==> src/rtl/ibis_vga_pkg.sv <==
// Shared raster segment encoding, default 640x480@60 timing and a total-length helper.
package ibis_vga_pkg;

  typedef enum logic [1:0] {
    SEG_ACTIVE = 2'd0,
    SEG_FRONT  = 2'd1,
    SEG_SYNC   = 2'd2,
    SEG_BACK   = 2'd3
  } seg_state_t;

  localparam int DEF_WIDTH    = 10;
  localparam int DEF_PIX_DIV  = 5;
  localparam int DEF_H_ACTIVE = 640;
  localparam int DEF_H_FRONT  = 16;
  localparam int DEF_H_SYNC   = 96;
  localparam int DEF_H_BACK   = 48;
  localparam int DEF_V_ACTIVE = 480;
  localparam int DEF_V_FRONT  = 10;
  localparam int DEF_V_SYNC   = 2;
  localparam int DEF_V_BACK   = 33;

  function automatic int calc_total(input int len_active, input int len_front,
                                    input int len_sync, input int len_back);
    return len_active + len_front + len_sync + len_back;
  endfunction

endpackage

==> src/rtl/ibis_vga_axis.sv <==
// One raster axis: segment FSM (ACTIVE/FRONT/SYNC/BACK) plus position counter, advanced on i_tick.
module ibis_vga_axis
  import ibis_vga_pkg::*;
#(
  parameter int WIDTH    = DEF_WIDTH,
  parameter int L_ACTIVE = DEF_H_ACTIVE,
  parameter int L_FRONT  = DEF_H_FRONT,
  parameter int L_SYNC   = DEF_H_SYNC,
  parameter int L_BACK   = DEF_H_BACK
) (
  input  logic             i_clk,
  input  logic             i_rst_n,
  input  logic             i_tick,
  output logic [WIDTH-1:0] o_pos,
  output seg_state_t       o_state,
  output logic             o_last
);

  localparam int TOTAL = calc_total(L_ACTIVE, L_FRONT, L_SYNC, L_BACK);
  localparam logic [WIDTH-1:0] POS_LAST = WIDTH'(TOTAL - 1);

  seg_state_t       r_state;
  seg_state_t       w_state_nxt;
  logic [WIDTH-1:0] r_seg_cnt;
  logic [WIDTH-1:0] w_seg_cnt_nxt;
  logic [WIDTH-1:0] r_pos;
  logic [WIDTH-1:0] w_pos_nxt;
  logic [WIDTH-1:0] w_seg_len_m1;
  logic             w_seg_done;

  always_ff @(posedge i_clk) begin
    if (!i_rst_n) begin
      r_state   <= SEG_ACTIVE;
      r_seg_cnt <= '0;
      r_pos     <= '0;
    end else begin
      r_state   <= w_state_nxt;
      r_seg_cnt <= w_seg_cnt_nxt;
      r_pos     <= w_pos_nxt;
    end
  end

  always_comb begin
    w_seg_len_m1 = WIDTH'(L_ACTIVE - 1);
    case (r_state)
      SEG_ACTIVE: w_seg_len_m1 = WIDTH'(L_ACTIVE - 1);
      SEG_FRONT:  w_seg_len_m1 = WIDTH'(L_FRONT - 1);
      SEG_SYNC:   w_seg_len_m1 = WIDTH'(L_SYNC - 1);
      SEG_BACK:   w_seg_len_m1 = WIDTH'(L_BACK - 1);
      default:    w_seg_len_m1 = WIDTH'(L_ACTIVE - 1);
    endcase
  end

  assign w_seg_done = (r_seg_cnt == w_seg_len_m1);

  always_comb begin
    w_state_nxt   = r_state;
    w_seg_cnt_nxt = r_seg_cnt;
    w_pos_nxt     = r_pos;
    if (i_tick) begin
      w_pos_nxt = (r_pos == POS_LAST) ? '0 : r_pos + 1'b1;
      if (w_seg_done) begin
        w_seg_cnt_nxt = '0;
        case (r_state)
          SEG_ACTIVE: w_state_nxt = SEG_FRONT;
          SEG_FRONT:  w_state_nxt = SEG_SYNC;
          SEG_SYNC:   w_state_nxt = SEG_BACK;
          SEG_BACK:   w_state_nxt = SEG_ACTIVE;
          default:    w_state_nxt = SEG_ACTIVE;
        endcase
      end else begin
        w_seg_cnt_nxt = r_seg_cnt + 1'b1;
      end
    end
  end

  // Last position of the axis is the final count of the BACK segment.
  assign o_last  = (r_state == SEG_BACK) && w_seg_done;
  assign o_pos   = r_pos;
  assign o_state = r_state;

endmodule

==> src/rtl/ibis_vga_timing.sv <==
// VGA raster timing generator: pixel-strobe divider, H/V segment axes, sync/active decode.
module ibis_vga_timing
  import ibis_vga_pkg::*;
#(
  parameter int WIDTH    = DEF_WIDTH,
  parameter int PIX_DIV  = DEF_PIX_DIV,
  parameter int H_ACTIVE = DEF_H_ACTIVE,
  parameter int H_FRONT  = DEF_H_FRONT,
  parameter int H_SYNC   = DEF_H_SYNC,
  parameter int H_BACK   = DEF_H_BACK,
  parameter int V_ACTIVE = DEF_V_ACTIVE,
  parameter int V_FRONT  = DEF_V_FRONT,
  parameter int V_SYNC   = DEF_V_SYNC,
  parameter int V_BACK   = DEF_V_BACK,
  parameter bit SYNC_POL = 1'b0
) (
  input  logic             aclk,
  input  logic             aresetn,
  input  logic             enable,
  output logic             pix_stb,
  output logic [WIDTH-1:0] ord_x,
  output logic [WIDTH-1:0] ord_y,
  output logic             hsync,
  output logic             vsync,
  output logic             active,
  output logic             frame_start
);

  localparam int DIV_W = (PIX_DIV > 1) ? $clog2(PIX_DIV) : 1;
  localparam logic [DIV_W-1:0] DIV_LAST = DIV_W'(PIX_DIV - 1);
  localparam int V_TOTAL = calc_total(V_ACTIVE, V_FRONT, V_SYNC, V_BACK);
  localparam logic [WIDTH-1:0] V_LAST = WIDTH'(V_TOTAL - 1);

  logic [DIV_W-1:0] r_div_cnt;
  logic             w_pix_stb;
  logic             w_h_last;
  logic             w_v_last;
  seg_state_t       w_h_state;
  seg_state_t       w_v_state;

  // With PIX_DIV=1 the counter stays at 0 and the strobe reduces to enable.
  assign w_pix_stb = enable && (r_div_cnt == DIV_LAST);

  always_ff @(posedge aclk) begin
    if (!aresetn) begin
      r_div_cnt <= '0;
    end else if (enable) begin
      r_div_cnt <= w_pix_stb ? '0 : r_div_cnt + 1'b1;
    end
  end

  ibis_vga_axis #(
    .WIDTH   (WIDTH),
    .L_ACTIVE(H_ACTIVE),
    .L_FRONT (H_FRONT),
    .L_SYNC  (H_SYNC),
    .L_BACK  (H_BACK)
  ) u_h_axis (
    .i_clk  (aclk),
    .i_rst_n(aresetn),
    .i_tick (w_pix_stb),
    .o_pos  (ord_x),
    .o_state(w_h_state),
    .o_last (w_h_last)
  );

  ibis_vga_axis #(
    .WIDTH   (WIDTH),
    .L_ACTIVE(V_ACTIVE),
    .L_FRONT (V_FRONT),
    .L_SYNC  (V_SYNC),
    .L_BACK  (V_BACK)
  ) u_v_axis (
    .i_clk  (aclk),
    .i_rst_n(aresetn),
    .i_tick (w_pix_stb && w_h_last),
    .o_pos  (ord_y),
    .o_state(w_v_state),
    .o_last (w_v_last)
  );

  // The V segment FSM and the line counter must agree on where the frame ends.
  assert property (@(posedge aclk) disable iff (!aresetn) w_v_last |-> (ord_y == V_LAST));

  assign pix_stb     = w_pix_stb;
  assign hsync       = (w_h_state == SEG_SYNC) ? SYNC_POL : ~SYNC_POL;
  assign vsync       = (w_v_state == SEG_SYNC) ? SYNC_POL : ~SYNC_POL;
  assign active      = (w_h_state == SEG_ACTIVE) && (w_v_state == SEG_ACTIVE);
  assign frame_start = w_pix_stb && (ord_x == '0) && (ord_y == '0);

endmodule

==> config.mk <==
export PLATFORM = sky130hd
export DESIGN_NAME = ibis_vga_timing
export DESIGN_NICKNAME = d
export VERILOG_FILES = /design/src/rtl/ibis_vga_pkg.sv /design/src/rtl/ibis_vga_axis.sv /design/src/rtl/ibis_vga_timing.sv
export SDC_FILE = /design/constraint.sdc
export NUM_CORES = 1
export LEC_CHECK = 0
export CELL_PAD_IN_SITES_DETAIL_PLACEMENT = 0
export CELL_PAD_IN_SITES_GLOBAL_PLACEMENT = 1
export CORE_ASPECT_RATIO = 0.5
export CORE_MARGIN = 2
export CORE_UTILIZATION = 42
export DETAILED_ROUTE_END_ITERATION = 16
export PLACE_DENSITY_LB_ADDON = 0.1
export SKIP_LAST_GASP = 1
export SYNTH_ARGS = -nofsm -noshare
export SYNTH_HDL_FRONTEND = slang
export SYNTH_SLANG_ARGS = --single-unit
export TNS_END_PERCENT = 100
==> constraint.sdc <==
create_clock -name aclk -period 2.4 [get_ports aclk]
set_input_delay 0.6 -clock aclk [delete_from_list [all_inputs] [get_ports aclk]]
set_output_delay 0.6 -clock aclk [all_outputs]
set_load 0.02 [all_outputs]
## Yosys cells after proc, flatten, opt, wreduce, memory -nomap -nowiden

Index checks and enable logic that the tools add are counted.

- Register bits: 47
- Input bits: 3
- Output and inout bits: 25
- Word-level logic and storage cells: 46

- Add/sub/neg operators: 5
- Equal/unequal tests: 11
- Mux-type cells: 11
- Reductions and logical operators: 12

Operators with widths:

| kind | count |
|---|---|
| $pmux 10 s4 | 2 |
| $add 10x1->10 const B | 4 |
| $mux 10 | 4 |
| $eq 10x10->1 | 2 |
| $eq 10x10->1 const B | 2 |
| $logic_not 10->1 | 2 |
| $pmux 2 s4 | 2 |
| $eq 2x2->1 const B | 4 |
| $logic_and 1x1->1 | 6 |
| $eq 2x1->1 const B | 2 |
| $logic_not 2->1 | 2 |
| $reduce_and 2->1 | 2 |
| $add 3x1->3 const B | 1 |
| $eq 3x3->1 const B | 1 |
| $mux 3 | 1 |
| $mux 1 | 2 |

## Logic depth before layout (Yosys ltp)

- Depth after elaboration: 6
- Depth in mapped cells: 8
- Gate-level depth less buffers: 8

## By module

From an unflattened synthesis, not the netlist that was laid out.

- Cell total of the unflattened synthesis: 268
- Area, all modules: 2463.6 µm²

By module, submodules not included:

| module | times used | cells each | area an instance (µm²) | sequential area each (µm²) |
|---|---|---|---|---|
| ibis_vga_axis at u_v_axis | 1 | 124 | 1114.8 | 440.4 |
| ibis_vga_axis at u_h_axis | 1 | 115 | 1097.3 | 440.4 |
| ibis_vga_timing | 1 | 29 | 251.5 | 60.1 |

## Worst setup path after synthesis

No wires, ideal clock.

- Kind: input -> output
- Start point: in enable
- End point: out frame_start
- Arrival: 1.949 ns
- Data required time: 1.800 ns
- Setup slack: -0.149 ns
- Cell stages on the path: 3
- Path buffers: 0
- Cell sequence: nand3_1 or4_1 nor4_1

- Word-level cells in the longest chain between the ends: 3

RTL lines:

| item | RTL line | text |
|---|---|---|
| start, declared | ibis_vga_timing.sv:19 | `input logic enable,` |
| $logic_and 1x1->1 | ibis_vga_timing.sv:42 | `assign w_pix_stb = enable && (r_div_cnt == DIV_LAST);` |
| $logic_and 1x1->1 (2 in a row) | ibis_vga_timing.sv:89 | `assign frame_start = w_pix_stb && (ord_x == '0) && (ord_y == '0);` |
| end, declared | ibis_vga_timing.sv:26 | `output logic frame_start` |

No other way between the ends.

## Final worst setup path

- Start point: reg r_div_cnt[1]
- End point: out frame_start

- Word-level cells in the longest chain between the ends: 4

RTL lines:

| item | RTL line | text |
|---|---|---|
| start, declared | ibis_vga_timing.sv:34 | `logic [DIV_W-1:0] r_div_cnt;` |
| start signal, assigned | ibis_vga_timing.sv:48 | `r_div_cnt <= w_pix_stb ? '0 : r_div_cnt + 1'b1;` |
| $eq 3x3->1 | ibis_vga_timing.sv:42 |  |
| $logic_and 1x1->1 | ibis_vga_timing.sv:42 |  |
| $logic_and 1x1->1 (2 in a row) | ibis_vga_timing.sv:89 |  |

No other way between the ends.

==> key figures <==
Yosys
  – XOR/XNOR share of the synthesized area: 6.48%
  – Post-synthesis cell count: 315
  – Top cells by area, synth: dfxtp_1, ha_1, nand2_1, nor2_1, xor2_1
  – Synthesized Nets: 334
  – Unique masters post-synth: 46
  – Seq/Total Area, Yosys: 36.6%
  – Synth Area in Adders: 7.79%
  – Ys async rst share: 0%
  – Synth top area share: 36.6%
  – Mapped Area: 2570 sq um
  – Post-synthesis area per instance: 8.15 sq um
  – Synth cell count leaders: dfxtp_1, nand2_1, nor2_1
  – Yosys top cell by area: dfxtp_1
  – Most frequent cell after synthesis: dfxtp_1
  – Compound-Gate Fraction of Synth Area: 11.6%
  – Post-synth EDFFs: 0
  – Synthesis-stage register bit count: 47
  – Post-synthesis mux area share: 1.56%
  – Synth warn: 0
  – Main combinational cell family by area after synthesis: simple AND/OR/NAND/NOR gates
  – Synth Area in Simple Gates: 31.8%
  – Ys flop type: dfxtp_1

Final layout
  – Final Util: 55.7%
  – Diode count: 0
  – Design area: 3330 sq um
  – Area grow syn2layout: 29.7%
  – Final nets: 393
  – Ratio of cells with drive above 1 in the final layout: 17.1%

GRT
  – Global-route usage over all layers: 20.4%
  – Vias in the first global route: 2295
  – GRT overflow: 0
  – Largest net degree at the start of global routing: 16
  – First-pass GRT wire length: 10800 microns
  – Initial antenna violation count: 0

Floorplan
  – Die Span Y: 59.3 microns
  – Die width: 115 microns
  – IO Pins: 28
  – Core area: 5980 sq um
  – Std cell rows: 20
  – Starting Density: 42.9%
  – Die ar.: 6800 sq um

Worst setup path
  – Largest stage delay, worst path: 0.56 ns
  – Delay-heaviest family, CP: simple AND/OR/NAND/NOR gates
  – Setup crit end kind: output port
  – Worst Path Required: 1.80 ns
  – Crit-path cells: inv_2 -> ha_4 -> nand3_4 -> or4_4 -> nor4_4 -> buf_4
  – Worst Setup Path Type: reg -> out
  – Crit path buf inv count: 2
  – Slowest cell on the critical path: or4_4
  – CP max FO: 2
  – Critical Path AT: 1.78 ns
  – CP startpoint kind: register

Timing
  – Fin crit period: 2.38 ns
  – Max Fclk: 421 MHz
  – Slew headroom: 69.2%
  – Period Utilization, post-route: 99.0%
  – Unrepaired setup endpoints after global routing: true
  – Final setup fails: 0
  – Hold Fails Final Rpt: 0
  – TNS Setup: 0 ns
  – Slew @ Worst Pin: 0.462 ns
  – Skew final: 0.00267 ns
  – Slew Limit Fails: 0

Clocking
  – Worst-Skew Late Latency: 0.29 ns
  – Max Root-Sink Buffers: 2
  – CTS root buffer: clkbuf_16
  – Hold-fix buffers at CTS: 0
  – Setup bufs post-CTS: 0
  – Clock transition at the registers of the reported paths: 0.06 ns
  – CTS Buf Count: 5
  – CTS tree: done
  – Clk sinks: 47
  – H-tree lvl count: 2

Power and ir drop
  – Overall Power: 1580 uW
  – VDD IR max: 0.218 mV
  – Leak pwr: 0.00125 uW
  – PD cells: 473 nW/um^2

Job
  – Max_cap viols: 0

Route
  – DRT iter0 DRCs: 156
  – Final antenna-violating net count: 0
  – Final WL: 6420 microns
  – Vias: 2459
  – First-pass detailed-route iteration total: 4
  – DR vias/cell: 5.44
  – Post-route DRC: 0
  – Wire per inst: 14.2 microns

Placed design
  – GPL Wtd Cong: 0.798
  – IO buf count: 27
  – Dpl cell area: 3160 sq um
  – Dpl hpwl: 4700 microns

Hold path
  – Hold Path Class: reg -> reg

Outcome
  – Status: finished, final reports clean
## layout make-up
class | instances | area [sq um]
fill | 591 | 2650
tap | 77 | 96.3
multi-input combinational | 242 | 1570
inverter | 16 | 60.1
clock buffer | 6 | 129
sequential | 47 | 943
timing repair buffer | 62 | 524
clock inverter | 2 | 12.5
## logic make-up after synthesis
family,count (synthesis)
and+or+nand+nor,153
adders and majority gates,16
AOI/OAI and AO/OA,50
buffers and inverters,26
muxes,4
DFF,47
xor gates and xnor gates,19
## worst paths after layout
path / startpoint / endpoint / slack (ns) / cells after the start
setup / recovery: r_div_cnt[1]$_SDFFE_PN0P_ / frame_start / 0.02 / 6
hold / removal: u_h_axis.r_seg_cnt[1]$_SDFFE_PN0P_ / u_h_axis.r_seg_cnt[1]$_SDFFE_PN0P_ / 0.49 / 2
setup reg to reg: u_h_axis.o_state[0]$_SDFFE_PN0P_ / u_v_axis.r_seg_cnt[7]$_SDFFE_PN0P_ / 0.16 / 8
hold reg to reg: u_h_axis.r_seg_cnt[1]$_SDFFE_PN0P_ / u_h_axis.r_seg_cnt[1]$_SDFFE_PN0P_ / 0.49 / 2
## report_power, final
part | internal, uW | switching [uW] | leakage [uW]
registers | 792 | 15.7 | 0.000380
logic | 36.6 | 39.7 | 0.000804
clock network | 385 | 307 | 0.0000669
total | 1210 | 363 | 0.00125
## per-stage QoR
stage	cells	setup WS, ns	hold WS, ns
CTS	452	-0.0779	0.484
global placement	444	-0.836	0.466
floorplan	315	0.0428	0.444
finish	452	0.0250	0.485
detailed placement	444	-0.842	0.475
global route	452	-0.0561	0.519
## registers in the layout, indices dropped and copies added (netlist names)
signal / cells
u_h_axis.o_pos: 10
u_h_axis.r_seg_cnt: 10
u_v_axis.o_pos: 10
u_v_axis.r_seg_cnt: 10
r_div_cnt: 3
u_h_axis.o_state: 2
u_v_axis.o_state: 2
## placed cells by master (no fill, tap or decap), types with 13 or more instances in the layout
cell type	count
a21oi_1	19
buf_4	36
clkdlybuf4s50_1	24
dfxtp_1	45
ha_1	15
nand2_1	35
nand3_1	18
nor2_1	33
o21ai_0	13
xor2_1	14
## routing by layer
metal	track usage (%)	up-vias	routed length (microns)
li1	-	1233	-
met1	27.5	1158	3230
met2	32.1	58	2790
met3	5.52	10	339
met4	6.45	0	65
met5	0	-	0
## worst register-to-register path: stages, from the launching register on
cell,delay (ns)
dfxtp_1,0.41
inv_1,0.10
ha_1,0.32
nor2_1,0.07
a211oi_4,0.23
nand4_2,0.28
buf_4,0.26
or3_1,0.34
a31oi_1,0.16
## what timing repair did
item | CTS | global route
gates resized for setup | 10 | 10
pin swaps | 2 | 4
setup endpoints to repair | 2 | 1
Power figures use the tool's default switching activity.
